[config.mk]
export PLATFORM = sky130hd
export DESIGN_NAME = pc_sequencer_flat
export DESIGN_NICKNAME = d
export VERILOG_FILES = /design/src/rtl/pc_seq_pkg.sv /design/src/rtl/pc_sequencer_if.sv /design/src/rtl/pc_sequencer_ret_stack.sv /design/src/rtl/pc_sequencer.sv /design/src/flat_wrapper.sv
export SDC_FILE = /design/constraint.sdc
export NUM_CORES = 1
export LEC_CHECK = 0
export ABC_AREA = 1
export ABC_CLOCK_PERIOD_IN_PS = 3270
export CAP_MARGIN = 20
export CORE_MARGIN = 4
export CORE_UTILIZATION = 52
export DETAILED_ROUTE_END_ITERATION = 8
export PLACE_DENSITY = 0.88
export SYNTH_ARGS = -nofsm -noshare
export SYNTH_HDL_FRONTEND = slang
export SYNTH_SLANG_ARGS = --single-unit
[constraint.sdc]
create_clock -name clk -period 3.27 [get_ports clk]
set_input_delay 0.327 -clock clk [delete_from_list [all_inputs] [get_ports clk]]
set_output_delay 0.327 -clock clk [all_outputs]
set_load 0.005 [all_outputs]
[src/rtl/pc_seq_pkg.sv]
`default_nettype none
// ============================================================================
//  Module      : pc_seq_pkg
//  Description : Shared types and default widths for the PC sequencer slice.
//                Holds the sequencer state encoding and the decoder redirect
//                type encoding.
//  Revision    : 1.0  initial release
// ============================================================================
package pc_seq_pkg;

  localparam int PC_W_DEFAULT  = 16;
  localparam int OFF_W_DEFAULT = 9;

  typedef enum logic [1:0] {
    S_BOOT   = 2'd0,
    S_FETCH  = 2'd1,
    S_DECODE = 2'd2,
    S_HALT   = 2'd3
  } state_e;

  typedef enum logic [1:0] {
    BR_REL  = 2'b00,
    BR_JUMP = 2'b01,
    BR_CALL = 2'b10,
    BR_RET  = 2'b11
  } br_type_e;

endpackage
`default_nettype wire

[src/rtl/pc_sequencer_if.sv]
`default_nettype none
// ============================================================================
//  Module      : pc_sequencer_if
//  Description : Bundle of every sequencer signal except clock and reset.
//                master : sequencer side (drives PC controls, fetch request,
//                         status flags)
//                slave  : environment side (PC value, memory ack, decoder
//                         redirect requests, irq, halt)
//  Revision    : 1.0  initial release
// ============================================================================
interface pc_sequencer_if
  import pc_seq_pkg::*;
#(
  parameter int PC_W  = PC_W_DEFAULT,
  parameter int OFF_W = OFF_W_DEFAULT
);

  // ProgramCounter control
  logic [PC_W-1:0]  pc_in;
  logic             load_enable;
  logic [PC_W-1:0]  load_value;
  logic             offset_enable;
  logic [OFF_W-1:0] offset;

  // Instruction fetch handshake
  logic             imem_req;
  logic             imem_ack;
  logic             fetch_valid;

  // Decoder redirect request
  logic             br_valid;
  br_type_e         br_type;
  logic             br_taken;
  logic [OFF_W-1:0] br_offset;
  logic [PC_W-1:0]  br_target;

  // Interrupt / halt / status
  logic             irq;
  logic             irq_ack;
  logic             halt;
  logic             halted;
  logic             stack_err;

  modport master (
    input  pc_in, imem_ack, br_valid, br_type, br_taken, br_offset,
           br_target, irq, halt,
    output load_enable, load_value, offset_enable, offset, imem_req,
           fetch_valid, irq_ack, halted, stack_err
  );

  modport slave (
    output pc_in, imem_ack, br_valid, br_type, br_taken, br_offset,
           br_target, irq, halt,
    input  load_enable, load_value, offset_enable, offset, imem_req,
           fetch_valid, irq_ack, halted, stack_err
  );

endinterface
`default_nettype wire

[src/rtl/pc_sequencer_ret_stack.sv]
`default_nettype none
// ============================================================================
//  Module      : ret_stack
//  Description : Return-address LIFO, DEPTH entries of W bits.
//                push_i  : write wdata_i on top (ignored when full)
//                pop_i   : drop top entry (ignored when empty)
//                rdata_o : current top entry (undefined when empty)
//                full_o / empty_o : occupancy flags
//                Asynchronous reset empties the stack.
//  Revision    : 1.0  initial release
// ============================================================================
module ret_stack #(
  parameter int DEPTH = 4,
  parameter int W     = 16
) (
  input  wire logic         clk,
  input  wire logic         rst,
  input  wire logic         push_i,
  input  wire logic         pop_i,
  input  wire logic [W-1:0] wdata_i,
  output logic      [W-1:0] rdata_o,
  output logic              full_o,
  output logic              empty_o
);

  localparam int SP_W  = $clog2(DEPTH + 1);
  localparam int IDX_W = (DEPTH > 1) ? $clog2(DEPTH) : 1;

  logic [SP_W-1:0] sp_q, sp_d;
  logic [W-1:0]    mem_q [DEPTH];
  logic            w_do_push;
  logic            w_do_pop;

  assign full_o  = (sp_q == SP_W'(DEPTH));
  assign empty_o = (sp_q == '0);

  // A simultaneous push/pop is never issued by the sequencer; push wins.
  assign w_do_push = push_i && !full_o;
  assign w_do_pop  = pop_i && !empty_o && !push_i;

  // sp_q points one past the top entry.
  assign rdata_o = mem_q[IDX_W'(sp_q - 1'b1)];

  always_comb begin
    sp_d = sp_q;
    if (w_do_push) begin
      sp_d = sp_q + 1'b1;
    end else if (w_do_pop) begin
      sp_d = sp_q - 1'b1;
    end
  end

  always_ff @(posedge clk or posedge rst) begin
    if (rst) begin
      sp_q <= '0;
    end else begin
      sp_q <= sp_d;
    end
  end

  // Storage needs no reset: entries are only readable after being pushed.
  always_ff @(posedge clk) begin
    if (w_do_push) begin
      mem_q[IDX_W'(sp_q)] <= wdata_i;
    end
  end

endmodule
`default_nettype wire

[src/rtl/pc_sequencer.sv]
`default_nettype none
// ============================================================================
//  Module      : pc_sequencer
//  Description : Fetch/redirect controller for a free-running ProgramCounter.
//                The PC increments every cycle unless loaded, so every "hold"
//                is a reload of pc_in. Handles the fetch handshake, relative
//                branches, jumps, call/return via ret_stack, one level of
//                interrupt, and halt.
//  Ports       : clk, rst (async, active-high)
//                bus (pc_sequencer_if.master) : PC controls, fetch handshake,
//                decoder redirect, irq/halt and status flags
//  Revision    : 1.0  initial release
// ============================================================================
module pc_sequencer
  import pc_seq_pkg::*;
#(
  parameter int              PC_W         = PC_W_DEFAULT,
  parameter int              OFF_W        = OFF_W_DEFAULT,
  parameter int              STACK_DEPTH  = 4,
  parameter logic [PC_W-1:0] RESET_VECTOR = '0,
  parameter logic [PC_W-1:0] IRQ_VECTOR   = PC_W'('h10)
) (
  input  wire logic      clk,
  input  wire logic      rst,
  pc_sequencer_if.master bus
);

  state_e           state_q, state_d;
  logic             irq_active_q, irq_active_d;
  logic             stack_err_q, stack_err_d;
  logic             halted_q;

  logic             w_load_en;
  logic [PC_W-1:0]  w_load_val;
  logic             w_off_en;
  logic [OFF_W-1:0] w_offset;
  logic             w_imem_req;
  logic             w_fetch_vld;
  logic             w_irq_ack;
  logic             w_push;
  logic             w_pop;
  logic [PC_W-1:0]  w_rdata;
  logic             w_full;
  logic             w_empty;

  ret_stack #(
    .DEPTH (STACK_DEPTH),
    .W     (PC_W)
  ) u_ret_stack (
    .clk     (clk),
    .rst     (rst),
    .push_i  (w_push),
    .pop_i   (w_pop),
    .wdata_i (bus.pc_in),
    .rdata_o (w_rdata),
    .full_o  (w_full),
    .empty_o (w_empty)
  );

  always_comb begin
    state_d      = state_q;
    irq_active_d = irq_active_q;
    stack_err_d  = stack_err_q;
    w_load_en    = 1'b1;
    w_load_val   = bus.pc_in;
    w_off_en     = 1'b0;
    w_offset     = '0;
    w_imem_req   = 1'b0;
    w_fetch_vld  = 1'b0;
    w_irq_ack    = 1'b0;
    w_push       = 1'b0;
    w_pop        = 1'b0;

    case (state_q)
      S_BOOT: begin
        w_load_val = RESET_VECTOR;
        state_d    = S_FETCH;
      end

      S_FETCH: begin
        w_imem_req = 1'b1;
        if (bus.imem_ack) begin
          // Let the PC count so DECODE sees fetched address + 1.
          w_load_en   = 1'b0;
          w_fetch_vld = 1'b1;
          state_d     = S_DECODE;
        end
      end

      S_DECODE: begin
        state_d = S_FETCH;
        if (bus.halt) begin
          state_d = S_HALT;
        end else if (bus.br_valid) begin
          // A coincident irq is simply not looked at; it stays pending.
          case (bus.br_type)
            BR_REL: begin
              if (bus.br_taken) begin
                w_load_en = 1'b0;
                w_off_en  = 1'b1;
                w_offset  = bus.br_offset;
              end
            end
            BR_JUMP: begin
              w_load_val = bus.br_target;
            end
            BR_CALL: begin
              w_load_val = bus.br_target;
              if (w_full) begin
                stack_err_d = 1'b1;
              end else begin
                w_push = 1'b1;
              end
            end
            BR_RET: begin
              if (w_empty) begin
                stack_err_d = 1'b1;
              end else begin
                w_pop        = 1'b1;
                w_load_val   = w_rdata;
                irq_active_d = 1'b0;
              end
            end
            default: ;
          endcase
        end else if (bus.irq && !irq_active_q) begin
          w_load_val   = IRQ_VECTOR;
          w_irq_ack    = 1'b1;
          irq_active_d = 1'b1;
          if (w_full) begin
            stack_err_d = 1'b1;
          end else begin
            w_push = 1'b1;
          end
        end
      end

      S_HALT: ;

      default: state_d = S_BOOT;
    endcase

    // Control outputs are held inactive for the whole reset pulse.
    if (rst) begin
      w_load_en   = 1'b0;
      w_load_val  = '0;
      w_off_en    = 1'b0;
      w_offset    = '0;
      w_imem_req  = 1'b0;
      w_fetch_vld = 1'b0;
      w_irq_ack   = 1'b0;
      w_push      = 1'b0;
      w_pop       = 1'b0;
    end
  end

  always_ff @(posedge clk or posedge rst) begin
    if (rst) begin
      state_q      <= S_BOOT;
      irq_active_q <= 1'b0;
      stack_err_q  <= 1'b0;
      halted_q     <= 1'b0;
    end else begin
      state_q      <= state_d;
      irq_active_q <= irq_active_d;
      stack_err_q  <= stack_err_d;
      halted_q     <= (state_d == S_HALT);
    end
  end

  assign bus.load_enable   = w_load_en;
  assign bus.load_value    = w_load_val;
  assign bus.offset_enable = w_off_en;
  assign bus.offset        = w_offset;
  assign bus.imem_req      = w_imem_req;
  assign bus.fetch_valid   = w_fetch_vld;
  assign bus.irq_ack       = w_irq_ack;
  assign bus.halted        = halted_q;
  assign bus.stack_err     = stack_err_q;

endmodule
`default_nettype wire

[src/flat_wrapper.sv]
// flat-port wrapper written by rule: the top's interface ports become plain ports
module pc_sequencer_flat import pc_seq_pkg::*;
#(
  parameter int              PC_W         = PC_W_DEFAULT,
  parameter int              OFF_W        = OFF_W_DEFAULT,
  parameter int              STACK_DEPTH  = 4,
  parameter logic [PC_W-1:0] RESET_VECTOR = '0,
  parameter logic [PC_W-1:0] IRQ_VECTOR   = PC_W'('h10)
)
  (clk, rst, bus_pc_in, bus_imem_ack, bus_br_valid, bus_br_type, bus_br_taken, bus_br_offset, bus_br_target, bus_irq, bus_halt, bus_load_enable, bus_load_value, bus_offset_enable, bus_offset, bus_imem_req, bus_fetch_valid, bus_irq_ack, bus_halted, bus_stack_err);
  pc_sequencer_if #(.PC_W(PC_W), .OFF_W(OFF_W)) bus_i ();
  input  wire logic clk;
  input  wire logic rst;
  input wire logic [$bits(bus_i.pc_in)-1:0] bus_pc_in;
  input wire logic [$bits(bus_i.imem_ack)-1:0] bus_imem_ack;
  input wire logic [$bits(bus_i.br_valid)-1:0] bus_br_valid;
  input wire logic [$bits(bus_i.br_type)-1:0] bus_br_type;
  input wire logic [$bits(bus_i.br_taken)-1:0] bus_br_taken;
  input wire logic [$bits(bus_i.br_offset)-1:0] bus_br_offset;
  input wire logic [$bits(bus_i.br_target)-1:0] bus_br_target;
  input wire logic [$bits(bus_i.irq)-1:0] bus_irq;
  input wire logic [$bits(bus_i.halt)-1:0] bus_halt;
  output wire logic [$bits(bus_i.load_enable)-1:0] bus_load_enable;
  output wire logic [$bits(bus_i.load_value)-1:0] bus_load_value;
  output wire logic [$bits(bus_i.offset_enable)-1:0] bus_offset_enable;
  output wire logic [$bits(bus_i.offset)-1:0] bus_offset;
  output wire logic [$bits(bus_i.imem_req)-1:0] bus_imem_req;
  output wire logic [$bits(bus_i.fetch_valid)-1:0] bus_fetch_valid;
  output wire logic [$bits(bus_i.irq_ack)-1:0] bus_irq_ack;
  output wire logic [$bits(bus_i.halted)-1:0] bus_halted;
  output wire logic [$bits(bus_i.stack_err)-1:0] bus_stack_err;
  assign bus_i.pc_in = bus_pc_in;
  assign bus_i.imem_ack = bus_imem_ack;
  assign bus_i.br_valid = bus_br_valid;
  assign bus_i.br_type = bus_br_type;
  assign bus_i.br_taken = bus_br_taken;
  assign bus_i.br_offset = bus_br_offset;
  assign bus_i.br_target = bus_br_target;
  assign bus_i.irq = bus_irq;
  assign bus_i.halt = bus_halt;
  assign bus_load_enable = bus_i.load_enable;
  assign bus_load_value = bus_i.load_value;
  assign bus_offset_enable = bus_i.offset_enable;
  assign bus_offset = bus_i.offset;
  assign bus_imem_req = bus_i.imem_req;
  assign bus_fetch_valid = bus_i.fetch_valid;
  assign bus_irq_ack = bus_i.irq_ack;
  assign bus_halted = bus_i.halted;
  assign bus_stack_err = bus_i.stack_err;
  pc_sequencer #(.PC_W(PC_W), .OFF_W(OFF_W), .STACK_DEPTH(STACK_DEPTH), .RESET_VECTOR(RESET_VECTOR), .IRQ_VECTOR(IRQ_VECTOR)) u_core (.clk(clk), .rst(rst), .bus(bus_i));
endmodule
==> summary.txt, run 1 <==
Placed design
  – Placed Instance Area: 5050 sq um
  – Input/output buffers: 81
  – Gp weighted congestion: 0.9994
  – Hpwl dp: 7.810 mm

Power
  – Lkg Pwr: 2.201 nW
  – Switching share of total power: 0.4037
  – NetSw: 1.374 mW
  – Logic gate share of total power: 0.466
  – Pwr Total: 3.403 mW
  – PwrDens: 645.2 nW/um^2
  – Sequential share of power: 0.328
  – Clock power frac: 0.205
  – Cell Int Power: 2.029 mW
  – Worst vdd ir: 430.6 uV

Global route
  – Gr usage total: 0.2437
  – Largest net degree at the start of global routing: 36
  – Global-route wire length before repair: 18.47 mm
  – Number of global-route vias before repair: 3856
  – Initial antenna violation count: 0
  – Total global routing overflow: 0

Routing
  – DRT antenna net count: 0
  – Detailed-route via count: 3755
  – DRT Wirelength: 11.25 mm
  – Wire per inst: 16.30 um
  – Post-route DRC: 0
  – Drt initial violations: 267
  – Vias per inst: 5.442
  – Pre-antenna DRT Iters: 5

Finish
  – Fill cells: 613
  – Area Growth Syn to Fin: 27.14%
  – Post-route cell area: 5275 sq um
  – Antenna fix cells: 0
  – Multi-input gate area in the final layout: 1700 sq um
  – Layout cells sized above 1: 0.09184
  – Nets: 646
  – Register Area: 2122 sq um

Clock tree
  – Root Driver: clkbuf_8
  – Clock slew at reported path FFs: 0.07 ns
  – Post-CTS Setup Inserts: 0
  – CTS H-Tree Depth: 3
  – CTS sink cnt: 72
  – Later-pin clock latency in the skew report: 0.35 ns
  – CTS buffer count: 9
  – Max Buffers Root-to-Sink: 2
  – CTS tree: built
  – # resized after CTS: 0
  – Cts hold-fix bufs: 0

STA
  – Fmax: 329.9 MHz
  – Worst relative slew slack: 0.6921
  – Final worst-path cycle share: 0.9269
  – Worst Hold Slack: 0.3360 ns
  – Final setup TNS: 0 ns
  – Max Transition Viols Final: 0
  – Final setup fails: 0
  – Hold Violations, Final: 0
  – Measured slew at the worst slew-check pin: 0.4604 ns
  – Setup repair after global routing missed its margin: false
  – Worst-case clock skew: 0.01424 ns
  – Clock period minus worst slack: 3.031 ns

Yosys
  – Syn_nets: 557
  – Top cells by area, synth: edfxtp_1, nand2_1, nand3_1
  – Post-Syn Area per Cell: 8.399 sq um
  – Cells after synthesis: 494
  – Yosys top cell area share: 0.4632
  – Synth Cell Area: 4149 sq um
  – Sequential element share of the synthesized area: 0.5115
  – Library cells used by synthesis: 32
  – Synth area leader: edfxtp_1
  – Synthesis Warnings: 0
  – #FFs+latches synth: 72

Setup path
  – Critical path endpoint category: output pin
  – WS Path Type: reg -> out
  – Crit start category: register
  – Crit path max fanout: 10
  – Worst EP arrival: 2.70 ns
  – WP data required: 2.94 ns

Die
  – Initial Util: 0.5369
  – Die area: 9472 sq um
  – Core Rows: 32
  – Die H: 97.33 um
  – Core area: 7727 sq um
  – I/O pin count: 82
  – Die W: 97.33 um

Run status
  – Status: completed

Run
  – MaxCap Viol Count: 0

Min path
  – Hold/Removal Path Class: in -> async
## through the flow
step	std cells	utilization	setup slack [ns]
floorplan	494	-	0.8643
CTS	686	0.6788	0.1932
global route	690	0.6826	0.05703
finish	690	0.6826	0.2390
global placement	670	0.6535	0.5347
detailed placement	670	0.6535	0.4977
## cell usage in the layout, fill, tap and decap left out, types with 2 or more instances in the layout
cell / instances
a21oi_1: 28
buf_4: 18
clkbuf_8: 9
clkdlybuf4s50_1: 81
clkinvlp_4: 2
dfrtp_1: 8
edfxtp_1: 64
ha_1: 13
inv_1: 43
inv_2: 5
nand2_1: 128
nand2_2: 2
nand3_1: 58
nor2_1: 64
nor2_2: 2
nor2_4: 2
o21ai_0: 22
o21ai_1: 15
or2_2: 6
xor2_1: 2
## cell usage after synthesis, drive strengths merged
library cell and n:
clkbuf 4, a22oi 1, o31ai 1, nor3 1
clkinv 1, dfrtp 8, nand3 60, a21oi 28
nand4 1, o21ai 37, ha 13, buf 17
or2 7, nand2 130, inv 48, xnor2 1
nor2 69, a21o 1, xor2 2, edfxtp 64
## registers in the layout (all words and copies together), names as in the netlist
signal	cells
u_core.u_ret_stack.mem_q	64
u_core.state_q	2
u_core.irq_active_q	1
u_core.bus.halted	1
u_core.bus.stack_err	1
u_core.u_ret_stack.sp_q	3
## cell type report
type                            count  share of cell area
Clock buffer                       10             0.02419
Inverter                           49             0.03487
Multi-Input combinational cell    352              0.3223
Timing Repair Buffer               99              0.1793
Sequential cell                    72              0.4023
Tap cell                          102             0.02419
Clock inverter                      6             0.01281
## power by group through the flow
stage | registers [mW] | logic, mW | clock network (mW)
final | 1.12 | 1.59 | 0.698
after global routing | 1.12 | 1.77 | 0.744
after CTS | 1.12 | 1.54 | 0.707
after detailed placement | 1.13 | 1.53 | 0
after global placement | 1.13 | 1.48 | 0
after floorplan | 1.11 | 1.07 | 0
## routing by layer
layer,GRT usage,vias to the layer above,part of all wire
met5,0,-,0
met4,0.1054,0,0.024
met3,0.06030,23,0.091
met2,0.4045,214,0.48
met1,0.3029,1711,0.41
li1,-,1807,-
## cells by family after synthesis
| logic type | synth area share |
|---|---|
| fa+ha+maj | 0.03920 |
| compound gates | 0.08384 |
| simple gates | 0.2805 |
| flops | 0.5115 |
| buf+inv | 0.07871 |
| xor+xnor | 0.006334 |
## worst paths after layout
path | startpoint | end | slack (ns) | depth (start not counted)
max in group asynchronous | rst | u_core.u_ret_stack.sp_q[1]$_DFFE_PP0P_ | 2.74 | 2
min in group clk | u_core.bus.stack_err$_DFFE_PP0P_ | u_core.bus.stack_err$_DFFE_PP0P_ | 0.49 | 1
worst max-delay path | u_core.u_ret_stack.sp_q[1]$_DFFE_PP0P_ | bus_load_value[1] | 0.24 | 12
worst min-delay path | rst | u_core.state_q[0]$_DFF_PP0_ | 0.34 | 2
worst max register to register | u_core.state_q[0]$_DFF_PP0_ | u_core.u_ret_stack.mem_q[3][3]$_DFFE_PP_ | 0.87 | 7
worst min register to register | u_core.bus.stack_err$_DFFE_PP0P_ | u_core.bus.stack_err$_DFFE_PP0P_ | 0.49 | 1
## critical path: stages (launching register included)
cell	delay, ns
dfrtp_1	0.43
inv_1	0.13
ha_1	0.25
inv_1	0.18
nor2_8	0.09
nor2_4	0.26
nand3_1	0.13
nand2_1	0.08
nand2_1	0.04
nand2_1	0.05
nand2_1	0.05
a21oi_1	0.15
clkdlybuf4s50_1	0.52
(Power assumes the default switching activity.)
==> run 2: changes to the inputs <==
--- a/config.mk
+++ b/config.mk
@@ -7,7 +7,7 @@
 export LEC_CHECK = 0
 export ABC_AREA = 1
 export ABC_CLOCK_PERIOD_IN_PS = 3270
-export CAP_MARGIN = 20
+export CAP_MARGIN = 5
 export CORE_MARGIN = 4
 export CORE_UTILIZATION = 52
 export DETAILED_ROUTE_END_ITERATION = 8
==> constraint.sdc (replaced) <==
create_clock -name clk -period 3.27 [get_ports clk]
set_input_delay 0.327 -clock clk [delete_from_list [all_inputs] [get_ports clk]]
set_output_delay 0.327 -clock clk [all_outputs]
set_load 0.01 [all_outputs]
==> run 2 against run 1 <==
- critical path depth fell by 1
- clock-buffer cell count decreased by 1
- die area stayed put
- global-route usage shrank 0.48 points
- worst hold slack got worse by 0.017 ns
- total power fell by 1.3%
- register-to-register slack gained 0.04 ns
- largest cell class unchanged
==> summary.txt, run 2 (synthesis results as in run 1) <==
STA
  – Clock period minus worst slack: 3.102 ns
  – Hold Violations, Final: 0
  – Final WS setup: 0.1678 ns
  – Fmax: 322.4 MHz
  – Setup repair after global routing missed its margin: false
  – Worst relative slew slack: 0.7028
  – Measured slew at the worst slew-check pin: 0.4429 ns
  – Max Transition Viols Final: 0
  – Worst-case clock skew: 0.004802 ns
  – Final worst-path cycle share: 0.9487
  – Final setup fails: 0
  – Final setup TNS: 0 ns

Global route
  – Number of global-route vias before repair: 3797
  – Gr usage total: 0.2389
  – Largest net degree at the start of global routing: 36
  – Global-route wire length before repair: 18.20 mm
  – Initial antenna violation count: 0
  – Total global routing overflow: 0

Finish
  – Finished Core Util: 0.6796
  – Commonest non-fill, non-tap cells in the layout: nand2_1, clkdlybuf4s50_1, nor2_1, edfxtp_1, nand3_1
  – Nets: 644
  – Area Growth Syn to Fin: 26.57%
  – Most common cell after layout, fill and taps aside: nand2_1
  – Largest register FFs: 64
  – Leading registers by flop count: u_core.u_ret_stack.mem_q (64), u_core.u_ret_stack.sp_q (3), u_core.state_q (2)
  – Layout cells sized above 1: 0.08703
  – Biggest register: u_core.u_ret_stack.mem_q
  – Layout Cells excl Fill: 688
  – Antenna fix cells: 0

Die
  – Die W: 97.33 um
  – Core Rows: 32
  – Die H: 97.33 um
  – Core area: 7727 sq um
  – Initial Util: 0.5369
  – Die area: 9472 sq um
  – I/O pin count: 82

Setup path
  – Worst EP arrival: 2.78 ns
  – WP data required: 2.94 ns
  – CP max stage cell: clkdlybuf4s50_1
  – Cells along the critical path: inv_1 -> ha_1 -> inv_1 -> nor2_8 -> inv_1 -> o21ai_1 -> a21oi_1 -> nand2_1 -> nand2_1 -> nand2_1 -> clkdlybuf4s50_1
  – RR Endpoint: u_core.u_ret_stack.mem_q[3][5]$_DFFE_PP_
  – Worst Setup SP: u_core.u_ret_stack.sp_q[1]$_DFFE_PP0P_
  – Critical path endpoint category: output pin
  – R2r setup slk: 0.91 ns
  – Worst stage delay on the critical path: 0.54 ns
  – WS Path Type: reg -> out
  – R2R depth: 7
  – Crit path max fanout: 18
  – Crit start category: register
  – Worst r2r src: u_core.state_q[0]$_DFF_PP0_

Clock tree
  – Root Driver: clkbuf_8
  – Post-CTS Setup Inserts: 0
  – Cts hold-fix bufs: 0
  – CTS H-Tree Depth: 3
  – CTS tree: built
  – # resized after CTS: 0
  – CTS sink cnt: 72
  – CTS buffer count: 9
  – Max Buffers Root-to-Sink: 2
  – Later-pin clock latency in the skew report: 0.35 ns
  – Clock slew at reported path FFs: 0.07 ns

Power
  – Lkg Pwr: 2.188 nW
  – PwrDens: 639.4 nW/um^2
  – Worst vdd ir: 463.3 uV
  – Pwr Total: 3.358 mW

Routing
  – DRT antenna net count: 0
  – Drt initial violations: 310
  – Post-route DRC: 0
  – Pre-antenna DRT Iters: 6
  – Vias per inst: 5.407
  – Detailed-route via count: 3720
  – DRT Wirelength: 11.06 mm
  – Wire per inst: 16.07 um

Run
  – MaxCap Viol Count: 0

Placed design
  – Hpwl dp: 7.750 mm
  – Placed Cells: 672
  – Gp weighted congestion: 0.9718
  – Setup slack at placement: 0.4327 ns
  – Input/output buffers: 81

Run status
  – Status: completed

Min path
  – Hold/Removal Path Class: in -> async
-- run 2: cell types whose count changed in the layout (fill, tap and decap cells not counted) --
cell      delta
buf_4        -2
clkinv_1     +2
clkinv_4     -1
inv_6        -1
clkinv_2     +1
clkbuf_1     -1
-- run 2: final cells by class --
class                      count  area, sq um
sequential                    72         2122
fill                         608         2476
clock inverter                 7        62.56
tap                          102        127.6
multi-input combinational    352         1700
clock buffer                   9        123.9
inverter                      49        183.9
timing repair buffer          97        930.9
-- run 2: metal layers --
layer / GRT usage / part of all wire / vias to the layer above
met3: 0.05815 / 0.093 / 22
met1: 0.3021 / 0.41 / 1686
met5: 0 / 0 / -
met4: 0.07774 / 0.022 / 0
li1: - / - / 1799
met2: 0.4039 / 0.47 / 213
-- run 2: worst max-delay path, delay by kind of cell, from the launching register on --
family          cells  cell delay [ns]
buf+inv             4             1.01
compound gates      2             0.29
flops               1             0.43
simple gates        4             0.47
fa+ha+maj           1             0.24
-- run 2: how the worst max path moves through the flow --
stage                     cells past startpoint                                  endpoint
after floorplan                               7  u_core.u_ret_stack.mem_q[1][0]$_DFFE_PP_
after global placement                       13                         bus_load_value[1]
after detailed placement                     13                         bus_load_value[1]
after CTS                                    11                         bus_load_value[4]
after global routing                         11                         bus_load_value[4]
final                                        11                         bus_load_value[4]
-- run 2: report_power, final --
part,internal (mW),total [mW],switching (mW),leakage (nW)
combinational,0.585,1.57,0.988,1.43
clock,0.344,0.669,0.325,0.0901
sequential,1.06,1.12,0.0568,0.671
-- run 2: stage by stage --
stage / cell area, sq um / hold slack, ns
final: 5251 / 0.3187
after global routing: 5251 / 0.3622
after CTS: 5251 / 0.3082
after detailed placement: 5065 / 0.4549
after global placement: 5065 / 0.4742
after floorplan: 4149 / 0.1149
